File: src/rtl/mc_ctrl.sv
// Multi-cycle MIPS control FSM: decodes the IR fields, sequences the instruction
// phases, drives datapath/register-file controls and counts retired instructions.
module mc_ctrl #(
  parameter int unsigned CNT_W = 32
) (
  input  logic             clk,
  input  logic             rst,
  input  logic [5:0]       opcode,
  input  logic [5:0]       funct,
  input  logic [4:0]       rs,
  input  logic             zero,
  output logic             pcwr,
  output logic             irwr,
  output logic             gprwr,
  output logic             dmwr,
  output logic [1:0]       RegDst,
  output logic [1:0]       MemToReg,
  output logic             ALUSrc,
  output logic [1:0]       ExtOp,
  output logic [2:0]       ALUOp,
  output logic [1:0]       NPCOp,
  output logic             write_30,
  output logic             illegal,
  output logic [3:0]       state,
  output logic [CNT_W-1:0] instr_cnt
);

  localparam logic [5:0] OP_RTYPE = 6'b000000;
  localparam logic [5:0] OP_ORI   = 6'b001101;
  localparam logic [5:0] OP_LUI   = 6'b001111;
  localparam logic [5:0] OP_ADDI  = 6'b001000;
  localparam logic [5:0] OP_ADDIU = 6'b001001;
  localparam logic [5:0] OP_LW    = 6'b100011;
  localparam logic [5:0] OP_SW    = 6'b101011;
  localparam logic [5:0] OP_BEQ   = 6'b000100;
  localparam logic [5:0] OP_J     = 6'b000010;
  localparam logic [5:0] OP_JAL   = 6'b000011;
  localparam logic [5:0] OP_COP0  = 6'b010000;

  localparam logic [5:0] FN_ADDU  = 6'b100001;
  localparam logic [5:0] FN_SUBU  = 6'b100011;
  localparam logic [5:0] FN_SLT   = 6'b101010;
  localparam logic [5:0] FN_JR    = 6'b001000;

  localparam logic [2:0] ALU_ADD  = 3'b000;
  localparam logic [2:0] ALU_SUB  = 3'b001;
  localparam logic [2:0] ALU_OR   = 3'b010;
  localparam logic [2:0] ALU_SLT  = 3'b011;

  typedef enum logic [3:0] {
    S_FETCH = 4'd0,
    S_DCD   = 4'd1,
    S_MA    = 4'd2,
    S_MR    = 4'd3,
    S_MW    = 4'd4,
    S_WBM   = 4'd5,
    S_EXE   = 4'd6,
    S_WBA   = 4'd7,
    S_BR    = 4'd8,
    S_JMP   = 4'd9,
    S_WBC   = 4'd10
  } state_e;

  state_e           state_q, state_d;
  logic [CNT_W-1:0] cnt_q;
  logic             retire;

  logic i_addu, i_subu, i_slt, i_jr, i_ori, i_lui, i_addi, i_addiu;
  logic i_lw, i_sw, i_beq, i_j, i_jal, i_mfc0;
  logic is_rtype_alu, is_alu, is_mem, is_jump;

  logic [2:0] alu_op_c;
  logic [1:0] ext_op_c;
  logic       alu_src_c;

  // Instruction decode from the IR fields
  always_comb begin
    i_addu  = 1'b0; i_subu  = 1'b0; i_slt = 1'b0; i_jr  = 1'b0;
    i_ori   = 1'b0; i_lui   = 1'b0; i_addi = 1'b0; i_addiu = 1'b0;
    i_lw    = 1'b0; i_sw    = 1'b0; i_beq = 1'b0; i_j   = 1'b0;
    i_jal   = 1'b0; i_mfc0  = 1'b0;
    case (opcode)
      OP_RTYPE: begin
        case (funct)
          FN_ADDU: i_addu = 1'b1;
          FN_SUBU: i_subu = 1'b1;
          FN_SLT:  i_slt  = 1'b1;
          FN_JR:   i_jr   = 1'b1;
          default: ;
        endcase
      end
      OP_ORI:   i_ori   = 1'b1;
      OP_LUI:   i_lui   = 1'b1;
      OP_ADDI:  i_addi  = 1'b1;
      OP_ADDIU: i_addiu = 1'b1;
      OP_LW:    i_lw    = 1'b1;
      OP_SW:    i_sw    = 1'b1;
      OP_BEQ:   i_beq   = 1'b1;
      OP_J:     i_j     = 1'b1;
      OP_JAL:   i_jal   = 1'b1;
      OP_COP0:  i_mfc0  = (rs == 5'd0);
      default: ;
    endcase
  end

  assign is_rtype_alu = i_addu | i_subu | i_slt;
  assign is_alu       = is_rtype_alu | i_ori | i_lui | i_addi | i_addiu;
  assign is_mem       = i_lw | i_sw;
  assign is_jump      = i_j | i_jal | i_jr;

  // ALU controls shared by EXE and WBA so the result stays stable into writeback
  always_comb begin
    alu_op_c  = ALU_ADD;
    ext_op_c  = 2'b00;
    alu_src_c = 1'b0;
    if (i_subu) alu_op_c = ALU_SUB;
    if (i_slt)  alu_op_c = ALU_SLT;
    if (i_ori || i_lui) alu_op_c = ALU_OR;
    if (i_ori || i_lui || i_addi || i_addiu) alu_src_c = 1'b1;
    if (i_lui) ext_op_c = 2'b10;
    if (i_addi || i_addiu) ext_op_c = 2'b01;
  end

  // Next state and Moore outputs; reset masks every output to its idle value
  always_comb begin
    state_d  = state_q;
    retire   = 1'b0;
    pcwr     = 1'b0;
    irwr     = 1'b0;
    gprwr    = 1'b0;
    dmwr     = 1'b0;
    RegDst   = 2'b00;
    MemToReg = 2'b00;
    ALUSrc   = 1'b0;
    ExtOp    = 2'b00;
    ALUOp    = ALU_ADD;
    NPCOp    = 2'b00;
    write_30 = 1'b0;
    illegal  = 1'b0;
    case (state_q)
      S_FETCH: begin
        irwr    = 1'b1;
        pcwr    = 1'b1;
        state_d = S_DCD;
      end
      S_DCD: begin
        if (is_mem)       state_d = S_MA;
        else if (is_alu)  state_d = S_EXE;
        else if (i_beq)   state_d = S_BR;
        else if (is_jump) state_d = S_JMP;
        else if (i_mfc0)  state_d = S_WBC;
        else begin
          illegal = 1'b1;
          state_d = S_FETCH;
        end
      end
      S_MA: begin
        ALUSrc  = 1'b1;
        ExtOp   = 2'b01;
        ALUOp   = ALU_ADD;
        state_d = i_lw ? S_MR : S_MW;
      end
      S_MR: state_d = S_WBM;
      S_MW: begin
        dmwr    = 1'b1;
        retire  = 1'b1;
        state_d = S_FETCH;
      end
      S_WBM: begin
        gprwr    = 1'b1;
        MemToReg = 2'b01;
        retire   = 1'b1;
        state_d  = S_FETCH;
      end
      S_EXE: begin
        ALUOp   = alu_op_c;
        ALUSrc  = alu_src_c;
        ExtOp   = ext_op_c;
        state_d = S_WBA;
      end
      S_WBA: begin
        ALUOp    = alu_op_c;
        ALUSrc   = alu_src_c;
        ExtOp    = ext_op_c;
        gprwr    = 1'b1;
        RegDst   = is_rtype_alu ? 2'b01 : 2'b00;
        write_30 = i_addi;
        retire   = 1'b1;
        state_d  = S_FETCH;
      end
      S_BR: begin
        ALUOp   = ALU_SUB;
        NPCOp   = 2'b01;
        pcwr    = zero;
        retire  = 1'b1;
        state_d = S_FETCH;
      end
      S_JMP: begin
        pcwr  = 1'b1;
        NPCOp = i_jr ? 2'b11 : 2'b10;
        if (i_jal) begin
          gprwr    = 1'b1;
          RegDst   = 2'b10;
          MemToReg = 2'b10;
        end
        retire  = 1'b1;
        state_d = S_FETCH;
      end
      S_WBC: begin
        gprwr    = 1'b1;
        MemToReg = 2'b11;
        retire   = 1'b1;
        state_d  = S_FETCH;
      end
      default: state_d = S_FETCH;
    endcase
    if (rst) begin
      pcwr     = 1'b0;
      irwr     = 1'b0;
      gprwr    = 1'b0;
      dmwr     = 1'b0;
      RegDst   = 2'b00;
      MemToReg = 2'b00;
      ALUSrc   = 1'b0;
      ExtOp    = 2'b00;
      ALUOp    = ALU_ADD;
      NPCOp    = 2'b00;
      write_30 = 1'b0;
      illegal  = 1'b0;
    end
  end

  // State register and retired-instruction counter
  always_ff @(posedge clk) begin
    if (rst) begin
      state_q <= S_FETCH;
      cnt_q   <= '0;
    end else begin
      state_q <= state_d;
      if (retire) cnt_q <= cnt_q + CNT_W'(1);
    end
  end

  assign state     = state_q;
  assign instr_cnt = cnt_q;

endmodule
File: config.mk
export PLATFORM = sky130hd
export DESIGN_NAME = mc_ctrl
export DESIGN_NICKNAME = d
export VERILOG_FILES = /design/src/rtl/mc_ctrl.sv
export SDC_FILE = /design/constraint.sdc
export NUM_CORES = 1
export LEC_CHECK = 0
export BUFFER_PORTS_ARGS = -buffer_cell sky130_fd_sc_hd__buf_2
export CAP_MARGIN = 30
export CORE_ASPECT_RATIO = 2
export CORE_MARGIN = 10
export CORE_UTILIZATION = 45
export DETAILED_ROUTE_END_ITERATION = 12
export PLACE_DENSITY = 0.83
export SETUP_SLACK_MARGIN = 0.4
export SLEW_MARGIN = 20
export SYNTH_ARGS = -nofsm -noshare
export SYNTH_HDL_FRONTEND = slang
export SYNTH_SLANG_ARGS = --single-unit
export TNS_END_PERCENT = 1
File: constraint.sdc
create_clock -name clk -period 4.7 [get_ports clk]
set_input_delay 1.41 -clock clk [delete_from_list [all_inputs] [get_ports clk]]
set_output_delay 1.41 -clock clk [all_outputs]
set_load 0.02 [all_outputs]
## Word level (Yosys, flattened, before mapping)

Index checks and enable logic that the tools add are counted.

- Bits in registers: 36
- Input bits: 20
- Output and inout port bits: 54
- Logic and storage cells: 112

- Add/sub/neg operators: 1
- Eq/ne operators: 24
- Multiplexer cells: 65
- Bitwise logic cells: 9
- Reductions and logical operators: 11

Operator list:

| operator | count |
|---|---|
| 1-bit two-way mux | 40 |
| 32-bit by 1-bit adder with 32-bit output (second input constant) | 1 |
| 6-bit by 4-bit == test with 1-bit output (second input constant) | 5 |
| 6-bit == test (second input constant) | 5 |
| 4-bit two-way mux | 5 |
| 4-bit one-hot mux with 5 select lines | 1 |
| 4-bit by 3-bit == test with 1-bit output (second input constant) | 4 |
| 2-bit two-way mux | 7 |
| 4-bit == test (second input constant) | 3 |
| 6-bit by 2-bit == test with 1-bit output (second input constant) | 2 |
| 3-bit two-way mux | 4 |
| 2-bit one-hot mux with 2 select lines | 3 |
| 1-bit OR | 9 |
| 4-bit by 2-bit == test with 1-bit output (second input constant) | 2 |
| 6-bit by 3-bit == test with 1-bit output (second input constant) | 1 |
| 6-bit by 5-bit == test with 1-bit output (second input constant) | 1 |
| 6-bit logical NOT | 1 |
| 1-bit one-hot mux with 2 select lines | 3 |
| 2-bit one-hot mux with 3 select lines | 1 |
| 3-bit one-hot mux with 2 select lines | 1 |
| 6-bit OR reduction | 1 |
| 5-bit logical NOT | 1 |
| 4-bit by 1-bit == test with 1-bit output (second input constant) | 1 |
| 4-bit logical NOT | 1 |
| other kinds (3) | 7 |

## Longest topological paths before layout

Gate-level depths: netlist (run 1).

- Word-level depth: 13
- Depth in mapped cells: 7
- Depth with buffers taken out: 4

## Worst setup path before layout (run 1)

OpenSTA, ideal clock, no wires.

- Kind: in2out
- Start point: input rst
- End point: output pcwr
- Arrival time: 2.811 ns
- Data required time: 3.290 ns
- Path slack: 0.479 ns
- Stages on the path: 2
- Buffers on the path: 0
- Path through: or2_2 > a2111oi_0

- Longest elaborated chain between the ends: 1

RTL lines:

| what | RTL line | RTL |
|---|---|---|
| start: declaration | 7 | `input logic rst,` |
| 1-bit two-way mux | 217 | `if (rst) begin` |
| end: declaration | 12 | `output logic pcwr,` |

Every way passes these cells.

## Worst setup path after layout (run 1)

- Start point: input opcode[2]
- End point: output gprwr

- Longest elaborated chain between the ends: 5

RTL lines:

| what | RTL line | RTL |
|---|---|---|
| start: declaration | 8 | `input logic [5:0] opcode,` |
| 6-bit by 2-bit == test with 1-bit output | 82 | `case (opcode)` |
| 1-bit two-way mux | 82 |  |
| 1-bit two-way mux | 201 | `if (i_jal) begin` |
| 1-bit one-hot mux with 2 select lines | 140 | `case (state_q)` |
| 1-bit two-way mux | 217 |  |
| end: declaration | 14 | `output logic gprwr,` |

Every way passes these cells.

==> out/metrics.csv, run 1 <==
metric,value,unit
skew,2.70,ps
ys_warn_count,0,
drv_slew,0,
pwr-share-clk,38.8,%
reg2reg_depth,4,
worst_skew_pair.late_latency,290,ps
slew_headroom,54.2,%
fin_nets,374,
synth_nets,307,
power_density,215,mW/mm²
internal-power,0.446,mW
grt_usage,16.7,%
cts_tree,done,
core,0.00491,mm²
ys.flop_type,dfxtp_1,
area_growth,22.2,%
antenna_found_initial,0,
dr_total_vias,2521,
cp.arrival,2910,ps
whs_endpoint,instr_cnt[12]$_SDFFE_PP0P_,
layout-drive-gt1-share,28.2,%
vdd_ir_drop_max,0.000247,V
hold_path_depth,2,
finalInstanceArea,0.00279,mm²
hold_viol,0,
required,3290,ps
cts_max_path_buffers,2,
cts-htree-levels,2,
tns,0,ps
final_common_cell,buf_2,
grt_max_degree,28,
synthArstFlopShare,0,%
p_sw_share,25.8,%
start_kind,input port,
hold_path_class,register to register,
power,0.601,mW
p_leak,1.11,nW
totalWireLength,7300,µm
grt_pass1_wl,12100,µm
fp.dieH,121,µm
dp_hpwl,5570,µm
numCtsBuffers,5,
postSynthAreaPerCell,7.98,µm²
max_freq,231,MHz
post-route-util,56.9,%
wl_per_cell,17.8,µm
detail-route-antenna-nets,0,
drv_cap,0,
drc,0,
r2r-end,instr_cnt[27]$_SDFFE_PP0P_,
placed_cell_area,0.00265,mm²
root_buffer,clkbuf_8,
cts.sinks,36,
seqCellArea,721,µm²
ys_ff_latch,36,
status,"complete, no violations",
globalRouteOverflowTotal,0,
rrSetupSlack,2300,ps
dr.pass1.iters,4,
synth_seq_area_share,31.6,%
synth.cell_area,0.00228,mm²
die_w,70.4,µm
grt_pass1_vias,2525,
power_frac_comb,9.4,%
period_minus_slack,4320,ps
rows,36,
critical_path_class,input port to output pin,
final_cell_mix,"72 x buf_2, 36 x dfxtp_1, 25 x a21oi_1",
post-cts-setup-buffers,0,
worst_pin_slew,686,ps
ioPinCount,74,
viasPerCell,6.13,
crit_fanout,9,
post-route-period-util,92.0,%
drtIter0Drc,139,
synth_edf_count,0,
diodes,0,
syn_inst,286,
ys_types,52,
crit_path_end_kind,output pin,
place_congestion,1.01,
hold_buffers,0,
p_switching,0.155,mW
finalSetupViolCount,0,
start_util,46.5,%
cts.clk_slew.worst_paths,70,ps
hp-start,instr_cnt[12]$_SDFFE_PP0P_,
dieArea,0.00850,mm²
rr_startpoint,state[0]$_SDFF_PP0_,
numPortBuffers,72,
rsz0062_at_grt,yes,
num-fill-cells,507,
holdWs,498,ps
seq_power_share,51.8,%
multi_input_area,0.00147,mm²
cell usage after synthesis (all sizes together) (5+ instances only):
cell    number  area share [%]
a21oi       25             5.5
nand3       13             2.8
and4         5             1.9
nor2b       13             3.6
or3          8             2.2
or4         15             4.9
o31ai       13             4.3
inv         10             1.6
dfxtp       36              32
clkbuf      11             1.8
nor3         6             1.3
mux2         9             4.4
nor2        22             3.6
nor4        14             4.4
o21ai        8             1.8
buf          6             2.2
nand4        9             2.5
nand2       17             2.8
worst max-delay path by stage:
stage / startpoint / to / slack, ps / cells after the start
after floorplan: rst / pcwr / 480 / 2
after global placement: opcode[2] / gprwr / 400 / 6
after detailed placement: opcode[2] / gprwr / 390 / 6
after CTS: opcode[1] / ALUOp[0] / 440 / 6
after global routing: opcode[2] / gprwr / 300 / 6
final: opcode[2] / gprwr / 380 / 6
flip-flops by register name (all words and copies together), names as in the netlist:
signal / cells
instr_cnt: 32
state: 4
metrics by stage:
stage | instances | worst slack (ps)
6_report | 411 | 377
5_1_grt | 411 | 302
4_1_cts | 409 | 438
3_5_place_dp | 401 | 393
3_3_place_gp | 401 | 398
2_1_floorplan | 286 | 479
final cells by class:
cell class | count | share of cell area, %
inverter | 10 | 1.34
tap | 57 | 2.55
multi-input combinational | 223 | 52.5
sequential | 36 | 25.8
timing repair buffer | 77 | 14.5
clock buffer | 8 | 3.23
layer usage:
metal,part of all wire (%),GRT usage (%),wire length [µm]
met1,36,16.3,2600
met2,54,31.3,3920
met3,7.9,5.08,573
met4,2.8,6.82,201
met5,0,0,0
kinds of logic (layout without fill, tap and decap cells):
kind of cell / Yosys count / after routing / synth area share [%]
simple gates: 141 / 141 / 36.2
other cells: 1 / 1 / 0.164
xor+xnor: 4 / 4 / 1.86
mux: 10 / 10 / 4.88
flops: 36 / 36 / 31.6
compound gates: 66 / 66 / 19.1
fa+ha+maj: 1 / 1 / 0.548
buf+inv: 27 / 95 / 5.70
critical path, cell delays in order:
cell,delay (ps)
buf_2,140
or4_4,580
nor4_2,300
o21ai_0,110
a21oi_1,170
buf_2,190
repair_timing:
item / CTS / global route
endpoints found under the setup margin: 1 / 3
gates resized for setup: 1 / 3
pin swaps: 0 / 0
power by group through the flow:
stage	clock [mW]	combinational [mW]	sequential, mW
floorplan	0	0.0327	0.317
global placement	0	0.0537	0.318
detailed placement	0	0.0542	0.318
CTS	0.235	0.0548	0.311
global route	0.245	0.0621	0.312
finish	0.233	0.0563	0.311
No activity file was read; power rests on OpenSTA's default activity.
==> inputs of run 2 (changes only) <==
--- a/config.mk
+++ b/config.mk
@@ -12,6 +12,7 @@
 export CORE_UTILIZATION = 45
 export DETAILED_ROUTE_END_ITERATION = 12
 export PLACE_DENSITY = 0.83
+export REMOVE_ABC_BUFFERS = 1
 export SETUP_SLACK_MARGIN = 0.4
 export SLEW_MARGIN = 20
 export SYNTH_ARGS = -nofsm -noshare
==> run 2 against run 1 <==
Worst hold slack got worse by 3.3 ps. Critical path depth unchanged. Core utilization up 0.36 points. Global-route usage fell by 1.1 points. Setup slack gained 110 ps. Via count down 2.5%. Sequential share of layout area is 0.16 points lower. Wire length down 7.0%. Combinational power fell by 0.7%. Clock power about the same. Largest cell class unchanged.
==> out/metrics.csv, run 2 (synthesis results as in run 1) <==
metric,value,unit,change
reg2reg_depth,5,,+1
grt_max_degree,34,,+21%
p_leak,1.12,nW,+1.1%
r2r-end,instr_cnt[23]$_SDFFE_PP0P_,,
power_frac_comb,9.3,%,about the same
viasPerCell,5.96,,-2.8%
required,3290,ps,about the same
whs_endpoint,instr_cnt[12]$_SDFFE_PP0P_,,
tns,0,ps,unchanged
place_ws,356,ps,-36.4 ps
drv_cap,0,,unchanged
slowest_delay,590,ps,about the same
period_minus_slack,4210,ps,-110 ps
globalRouteOverflowTotal,0,,unchanged
numCtsBuffers,5,,unchanged
rrSetupSlack,2430,ps,+130 ps
drtIter0Drc,166,,+19%
cts_max_path_buffers,2,,unchanged
wl_per_cell,16.5,µm,-7.2%
dr_total_vias,2457,,-2.5%
worst_skew_pair.late_latency,290,ps,about the same
totalWireLength,6790,µm,-7.0%
post-route-period-util,89.6,%,-2.3 points
slew_headroom,62.3,%,+8.1 points
dieArea,0.00850,mm²,unchanged
p_sw_share,25.6,%,-0.15 points
hp-start,instr_cnt[12]$_SDFFE_PP0P_,,
vdd_ir_drop_max,0.000240,V,-2.7%
dp_hpwl,5220,µm,-6.3%
skew,9.28,ps,+6.58 ps
grt_pass1_wl,11300,µm,-6.7%
start_util,46.5,%,unchanged
worst_pin_slew,561,ps,-125 ps
seq_power_share,51.8,%,about the same
start_kind,input port,,
crit_path_end_kind,output pin,,
p_switching,0.154,mW,-0.75%
drv_slew,0,,unchanged
detail-route-antenna-nets,0,,unchanged
status,"complete, no violations",,
cts.sinks,36,,unchanged
hold_path_class,register to register,,
root_buffer,clkbuf_8,,
crit_fanout,6,,-3
hold_path_depth,2,,unchanged
rows,36,,unchanged
largest_register_ffs,32,,unchanged
cts.clk_slew.worst_paths,70,ps,about the same
final_cell_mix,"71 x buf_2, 36 x dfxtp_1, 25 x a21oi_1",,
cts_tree,done,,
place_congestion,0.964,,-4.2%
dr.pass1.iters,4,,unchanged
diodes,0,,unchanged
ioPinCount,74,,unchanged
final_common_cell,buf_2,,
grt_pass1_vias,2429,,-3.8%
layout-drive-gt1-share,29.0,%,+0.77 points
cp_slowest_cell,or4_4,,
rsz0062_at_grt,yes,,
grt_usage,15.6,%,-1.1 points
power_density,214,mW/mm²,-0.78%
antenna_found_initial,0,,unchanged
max_freq,237,MHz,+2.6%
post-cts-setup-buffers,0,,unchanged
fin_nets,375,,+0.27%
cts-htree-levels,2,,unchanged
setup_slack,487,ps,+110 ps
critical_path_class,input port to output pin,,
area_growth,23.0,%,
die_w,70.4,µm,unchanged
core,0.00491,mm²,unchanged
hold_viol,0,,unchanged
internal-power,0.446,mW,about the same
pwr-share-clk,38.9,%,about the same
drc,0,,unchanged
cp.arrival,2800,ps,-110 ps
rr_startpoint,state[0]$_SDFF_PP0_,,
crit_chain,buf_2 > or4_4 > nor4_4 > o21ai_0 > a21oi_1 > buf_4,,
fp.dieH,121,µm,unchanged
numPortBuffers,72,,unchanged
finalSetupViolCount,0,,unchanged
power,0.600,mW,-0.16%
run 2: stage by stage:
step	cells	utilization, %	hold WS [ps]	instance area [µm²]
finish	412	57.2	495	2810
global route	412	57.2	524	2810
CTS	409	55.9	493	2750
detailed placement	401	53.9	483	2650
global placement	401	53.9	479	2650
floorplan	269	-	553	2190
run 2: timing repair:
item                       4_1_cts  5_1_grt
hold endpoints to repair         0        0
gates cloned                     0        0
setup endpoints to repair        1        2
hold buffers                     0        0
pin swaps                        0        2
gates resized for setup          1        5
run 2: power by group through the flow:
stage               Sequential [mW]  Clock (mW)  Combinational (mW)
finish                        0.311       0.233              0.0559
global route                  0.311       0.256              0.0618
CTS                           0.311       0.241              0.0542
detailed placement            0.318           0              0.0537
global placement              0.318           0              0.0528
floorplan                     0.318           0              0.0241
run 2: final cells by class:
type | count | area (µm²)
multi-input combinational | 223 | 1460
clock inverter | 2 | 13.8
tap | 57 | 71.3
inverter | 10 | 37.5
fill | 478 | 2100
sequential | 36 | 721
clock buffer | 6 | 82.6
timing repair buffer | 78 | 419
run 2: how the worst max path moves through the flow:
| stage | start | to | slack (ps) | cells past startpoint |
|---|---|---|---|---|
| final | opcode[4] | gprwr | 490 | 6 |
| after floorplan | rst | pcwr | 480 | 2 |
| after CTS | opcode[2] | gprwr | 420 | 6 |
| after global placement | opcode[2] | gprwr | 390 | 6 |
| after detailed placement | opcode[2] | gprwr | 360 | 6 |
| after global routing | opcode[1] | ALUOp[0] | 360 | 7 |
run 2: per-layer routing:
| layer | share of wire (%) | routed length (µm) | track usage [%] |
|---|---|---|---|
| met1 | 37 | 2490 | 15.0 |
| met2 | 56 | 3780 | 29.3 |
| met3 | 5.8 | 392 | 4.10 |
| met4 | 1.9 | 130 | 7.69 |
| met5 | 0 | 0 | 0 |
run 2: worst max-delay path, delay by kind of cell:
family,cells,cell delay (ps)
buf+inv,2,290
simple gates,2,840
compound gates,2,260
